File: src/rtl/sb_issue_ctrl.sv
// Scoreboard issue/commit controller: allocates transaction IDs in a ring,
// records writebacks out of order and retires entries strictly in program order.
module sb_issue_ctrl #(
    parameter int NR_ENTRIES = 4,
    parameter int NR_WB      = 2,
    localparam int TID_W     = $clog2(NR_ENTRIES)
) (
    input  logic                            clk_i,
    input  logic                            rst_i,
    input  logic                            flush_i,
    input  logic                            issue_valid_i,
    output logic                            issue_ready_o,
    input  logic [3:0]                      issue_fu_i,
    input  logic [4:0]                      issue_rd_i,
    input  logic [4:0]                      issue_rs1_i,
    input  logic [4:0]                      issue_rs2_i,
    output logic [TID_W-1:0]                issue_trans_id_o,
    input  logic [NR_WB-1:0]                wb_valid_i,
    input  logic [NR_WB-1:0][TID_W-1:0]     wb_trans_id_i,
    input  logic [NR_WB-1:0][63:0]          wb_result_i,
    input  logic [NR_WB-1:0]                wb_ex_valid_i,
    input  logic [NR_WB-1:0][63:0]          wb_ex_cause_i,
    output logic                            commit_valid_o,
    input  logic                            commit_ack_i,
    output logic [TID_W-1:0]                commit_trans_id_o,
    output logic [3:0]                      commit_fu_o,
    output logic [4:0]                      commit_rd_o,
    output logic [63:0]                     commit_result_o,
    output logic                            commit_ex_valid_o,
    output logic [63:0]                     commit_ex_cause_o
);

    logic [NR_ENTRIES-1:0] occupied_r;
    logic [NR_ENTRIES-1:0] done_r;
    logic [NR_ENTRIES-1:0] ex_valid_r;
    logic [3:0]            fu_r       [NR_ENTRIES];
    logic [4:0]            rd_r       [NR_ENTRIES];
    logic [63:0]           result_r   [NR_ENTRIES];
    logic [63:0]           ex_cause_r [NR_ENTRIES];
    logic [TID_W-1:0]      issue_ptr_r;
    logic [TID_W-1:0]      commit_ptr_r;
    logic [TID_W:0]        count_r;

    logic                  full_s;
    logic                  raw_hazard_s;
    logic                  issue_fire_s;
    logic                  commit_valid_s;
    logic                  commit_fire_s;
    logic [NR_ENTRIES-1:0] wb_hit_s;
    logic [NR_ENTRIES-1:0] wb_ex_s;
    logic [63:0]           wb_res_s   [NR_ENTRIES];
    logic [63:0]           wb_cause_s [NR_ENTRIES];

    // RAW hazard against every in-flight destination; x0 never blocks.
    always_comb begin
        raw_hazard_s = 1'b0;
        for (int i = 0; i < NR_ENTRIES; i++) begin
            raw_hazard_s = raw_hazard_s | (occupied_r[i] && (rd_r[i] != 5'd0) &&
                           ((rd_r[i] == issue_rs1_i) || (rd_r[i] == issue_rs2_i)));
        end
    end

    assign full_s           = (count_r == (TID_W+1)'(NR_ENTRIES));
    assign issue_ready_o    = !full_s && !raw_hazard_s && !flush_i;
    assign issue_fire_s     = issue_valid_i && issue_ready_o;
    assign issue_trans_id_o = issue_ptr_r;
    assign commit_valid_s   = occupied_r[commit_ptr_r] && done_r[commit_ptr_r];
    assign commit_fire_s    = commit_valid_s && commit_ack_i;

    // Per-entry writeback select; ports scanned high to low so port 0 wins ties.
    always_comb begin
        for (int i = 0; i < NR_ENTRIES; i++) begin
            wb_hit_s[i]   = 1'b0;
            wb_ex_s[i]    = 1'b0;
            wb_res_s[i]   = 64'd0;
            wb_cause_s[i] = 64'd0;
            for (int k = NR_WB - 1; k >= 0; k--) begin
                wb_hit_s[i]   = (wb_valid_i[k] && (wb_trans_id_i[k] == TID_W'(i))) ? 1'b1 : wb_hit_s[i];
                wb_ex_s[i]    = (wb_valid_i[k] && (wb_trans_id_i[k] == TID_W'(i))) ? wb_ex_valid_i[k] : wb_ex_s[i];
                wb_res_s[i]   = (wb_valid_i[k] && (wb_trans_id_i[k] == TID_W'(i))) ? wb_result_i[k] : wb_res_s[i];
                wb_cause_s[i] = (wb_valid_i[k] && (wb_trans_id_i[k] == TID_W'(i))) ? wb_ex_cause_i[k] : wb_cause_s[i];
            end
        end
    end

    // Head entry presented to commit; fields forced to zero while not valid.
    always_comb begin
        commit_valid_o = commit_valid_s;
        if (commit_valid_s) begin
            commit_trans_id_o = commit_ptr_r;
            commit_fu_o       = fu_r[commit_ptr_r];
            commit_rd_o       = rd_r[commit_ptr_r];
            commit_result_o   = result_r[commit_ptr_r];
            commit_ex_valid_o = ex_valid_r[commit_ptr_r];
            commit_ex_cause_o = ex_cause_r[commit_ptr_r];
        end else begin
            commit_trans_id_o = {TID_W{1'b0}};
            commit_fu_o       = 4'd0;
            commit_rd_o       = 5'd0;
            commit_result_o   = 64'd0;
            commit_ex_valid_o = 1'b0;
            commit_ex_cause_o = 64'd0;
        end
    end

    // Ring state: issue, writeback, commit; flush discards everything in flight.
    always_ff @(posedge clk_i) begin
        if (rst_i) begin
            occupied_r   <= {NR_ENTRIES{1'b0}};
            done_r       <= {NR_ENTRIES{1'b0}};
            ex_valid_r   <= {NR_ENTRIES{1'b0}};
            issue_ptr_r  <= {TID_W{1'b0}};
            commit_ptr_r <= {TID_W{1'b0}};
            count_r      <= {(TID_W+1){1'b0}};
            for (int i = 0; i < NR_ENTRIES; i++) begin
                fu_r[i]       <= 4'd0;
                rd_r[i]       <= 5'd0;
                result_r[i]   <= 64'd0;
                ex_cause_r[i] <= 64'd0;
            end
        end else if (flush_i) begin
            occupied_r   <= {NR_ENTRIES{1'b0}};
            done_r       <= {NR_ENTRIES{1'b0}};
            issue_ptr_r  <= {TID_W{1'b0}};
            commit_ptr_r <= {TID_W{1'b0}};
            count_r      <= {(TID_W+1){1'b0}};
        end else begin
            for (int i = 0; i < NR_ENTRIES; i++) begin
                if (wb_hit_s[i] && occupied_r[i] && !done_r[i]) begin
                    done_r[i]     <= 1'b1;
                    ex_valid_r[i] <= wb_ex_s[i];
                    result_r[i]   <= wb_res_s[i];
                    ex_cause_r[i] <= wb_cause_s[i];
                end else begin
                    done_r[i] <= done_r[i];
                end
            end
            // Commit only touches a done entry and issue only a free one, so
            // neither can collide with an accepted writeback.
            if (commit_fire_s) begin
                occupied_r[commit_ptr_r] <= 1'b0;
                done_r[commit_ptr_r]     <= 1'b0;
                commit_ptr_r             <= commit_ptr_r + TID_W'(1);
            end else begin
                commit_ptr_r <= commit_ptr_r;
            end
            if (issue_fire_s) begin
                occupied_r[issue_ptr_r] <= 1'b1;
                done_r[issue_ptr_r]     <= 1'b0;
                ex_valid_r[issue_ptr_r] <= 1'b0;
                fu_r[issue_ptr_r]       <= issue_fu_i;
                rd_r[issue_ptr_r]       <= issue_rd_i;
                issue_ptr_r             <= issue_ptr_r + TID_W'(1);
            end else begin
                issue_ptr_r <= issue_ptr_r;
            end
            count_r <= count_r + {{TID_W{1'b0}}, issue_fire_s} - {{TID_W{1'b0}}, commit_fire_s};
        end
    end

endmodule

File: config.mk
export PLATFORM = sky130hd
export DESIGN_NAME = sb_issue_ctrl
export DESIGN_NICKNAME = d
export VERILOG_FILES = /design/src/rtl/sb_issue_ctrl.sv
export SDC_FILE = /design/constraint.sdc
export NUM_CORES = 1
export LEC_CHECK = 0
export ABC_AREA = 1
export CORE_UTILIZATION = 45
export CTS_CLUSTER_DIAMETER = 120
export DETAILED_ROUTE_END_ITERATION = 6
export PLACE_DENSITY = 0.76
export SYNTH_ARGS = -nofsm -noshare
export SYNTH_HDL_FRONTEND = slang
export SYNTH_SLANG_ARGS = --single-unit
File: constraint.sdc
create_clock -name clk_i -period 8.35 [get_ports clk_i]
set_clock_uncertainty 0.2 [all_clocks]
set_input_delay 2.0875 -clock clk_i [delete_from_list [all_inputs] [get_ports clk_i]]
set_output_delay 2.0875 -clock clk_i [all_outputs]
set_load 0.02 [all_outputs]
==> run summary <==
Int Pwr: 4.849 mW
Cell variety after synth: 34
Rows: 94
Initial Util: 0.4583
Cell Count Post-Placement: 4398
DR WL/cell: 21.16 um
Setup TNS: 0 ps
Max FO, Critical Path: 5
DP HPWL: 55510 um
CTS sink cnt: 569
H-Tree Level Count: 2
Maxcap violations: 0
Post-Syn Nets: 3649
Post-CTS setup repair buffer count: 0
Count leader, synth: nor2_1
NetSw: 1.446 mW
Most frequent cells after synthesis: nor2_1, edfxtp_1, a211oi_1, o21ai_0, clkbuf_1
Final Cycle Share: 0.7666
CTS tree: built
Die area: 68590 um2
Fmax: 156.2 MHz
Post-Route WL: 95620 um
Share of layout cells above drive strength 1: 0.03875
Core footprint: 66330 um2
Cts hold-fix bufs: 0
Nets: 3894
Clock root buffer: clkbuf_16
Pwr dens: 170.9 nW/um2
Final hold violations: 0
First-pass GRT wire length: 143200 um
Combinational power share: 0.078
Initial antenna violation count: 14
Total track usage: 0.2719
Crit path DAT: 4110 ps
Area grow syn2layout: 21.21%
Die width: 261.9 um
Synth top area share: 0.5413
Post-synth top area cell: edfxtp_1
Kind of critical path: primary input to primary output
Non-filler instance count after layout: 4519
Buffers on Ports: 431
Seq/Total Area, Yosys: 0.5552
Routed vias: 26270
Sequential share of power: 0.515
Worst Hold Class: register to register
Total gr overflow: 0
CP required: 6060 ps
Synth warnings: 0
I/O Pins: 432
Cell Area, Synth: 30400 um2
Status: complete, no violations
Slew margin rel.: 0.2435
Finished Cell Area: 36850 um2
Max-slew violation count: 0
Number of synthesized register bits: 569
Dpl cell area: 34990 um2
Synth Flop Type: edfxtp_1
Vias in the first global route: 25250
Clock Latency Late Sink: 630 ps
Post-cts sizing count: 0
Worst setup EP type: primary output
Die Ht: 261.9 um
Number of flops mapped to enable cells by yosys: 548
DRC viols: 0
Power share of the clock group: 0.406
DRT iter0 DRCs: 2779
Pleak: 13.56 nW
Async set-or-reset flop fraction in the synthesized netlist: 0
Detail Route Antenna Nets: 0
Setup violations, final: 0
Mean post-synth cell area: 9.074 um2
Largest buffer count on any clock path: 3
Worst slew pin tran: 1135 ps
Top post-synthesis cells by area: edfxtp_1, nor2_1, a211oi_1, o21ai_0, a21oi_1
Vias per cell: 5.813
First drt pass iteration count: 6
Sw Ratio: 0.2297
Cells after Synth: 3350
RSZ-0062 raised after global routing: no
Final Wtd Congestion: 0.9422
Worst setup SP type: primary input
Largest net degree at the start of global routing: 150
Period minus WS final: 6401 ps
Clock slew at reported path FFs: 60 ps
Peak supply drop: 0.0001539 V
Num CTS Buffers: 59
## logic make-up (layout without fill, tap and decap cells)
family          after synthesis  in the layout  synth area share
fa+ha+maj                    11             11          0.004775
buf+inv                     486            775           0.06722
xor+xnor                     12             12          0.003458
compound gates              974            974            0.2034
simple gates               1298           1298            0.1660
flops                       569            569            0.5552
other cells                   0             16                 0
## per-layer routing
layer | GRT usage | routed length [um] | vias up
met4 | 0.1122 | 2914 | 6
met2 | 0.4579 | 46740 | 1372
met1 | 0.3519 | 37210 | 12400
li1 | - | - | 12280
met3 | 0.03916 | 8706 | 211
met5 | 0 | 46 | -
## cells in the final DEF (no fill, tap or decap), drive strengths merged, types with 2 or more instances in the layout
cell / count
nor2: 1109
edfxtp: 548
a211oi: 512
nand2: 144
ha: 10
diode: 16
clkbuf: 79
buf: 33
nor3: 13
dfxtp: 21
a21oi: 163
nand3: 22
clkinv: 16
o211ai: 4
clkdlybuf4s50: 431
xnor2: 9
a22oi: 3
o21ai: 289
nand4: 9
clkinvlp: 2
bufinv: 5
xor2: 3
inv: 209
## sequential cells by signal, indices dropped and copies added, names as in the netlist, named ones only
register and cells:
ex_cause_r 256, result_r 256, rd_r 20, fu_r 16, done_r 4, ex_valid_r 4, occupied_r 4, count_r 3
commit_ptr_r 2, issue_trans_id_o 2
## area by class of cell
class	instances	area (um2)
fillers	5777	29490
flip-flops and latches	569	16880
multi-input cells	2295	11570
repair buffers	464	4674
clock buffers	79	1551
well taps	864	1081
inverters	206	783.3
clock inverters	26	262.8
diodes	16	40.04
## power groups by stage
stage / Clock [mW] / Sequential, mW / Combinational [mW]
after floorplan: 0 / 3.31 / 0.225
after global placement: 0 / 3.30 / 0.481
after detailed placement: 0 / 3.30 / 0.488
after CTS: 2.58 / 3.24 / 0.491
after global routing: 2.66 / 3.25 / 0.536
final: 2.56 / 3.25 / 0.494
## through the flow
step / total power [mW] / util / hold slack, ps / setup WS [ps]
floorplan: 3.536 / - / 237.0 / 2227
global placement: 3.783 / 0.5275 / 256.3 / 2008
detailed placement: 3.793 / 0.5275 / 261.8 / 2000
CTS: 6.315 / 0.5549 / 275.6 / 1993
global route: 6.451 / 0.5553 / 313.5 / 1803
finish: 6.296 / 0.5555 / 281.1 / 1949
## worst max-delay path: stages
cell	delay (ps)
clkdlybuf4s50_1	530
inv_1	170
nand2_1	60
nand2_1	70
nor2_1	40
nand3_1	70
nand2_1	70
nand2_1	100
nand3_2	120
nor2_1	170
clkdlybuf4s50_1	630
## final timing paths
| check | cells after the start | slack (ps) | to | startpoint |
|---|---|---|---|---|
| worst max-delay path | 11 | 1950 | issue_ready_o | issue_rs1_i[3] |
| worst min register to register | 2 | 280 | ex_valid_r[3] | ex_valid_r[3] |
| worst min-delay path | 2 | 280 | ex_valid_r[3] | ex_valid_r[3] |
| worst max register to register | 15 | 5080 | count_r[2] | rd_r[1][2] |
No activity file was read; power rests on OpenSTA's default activity.
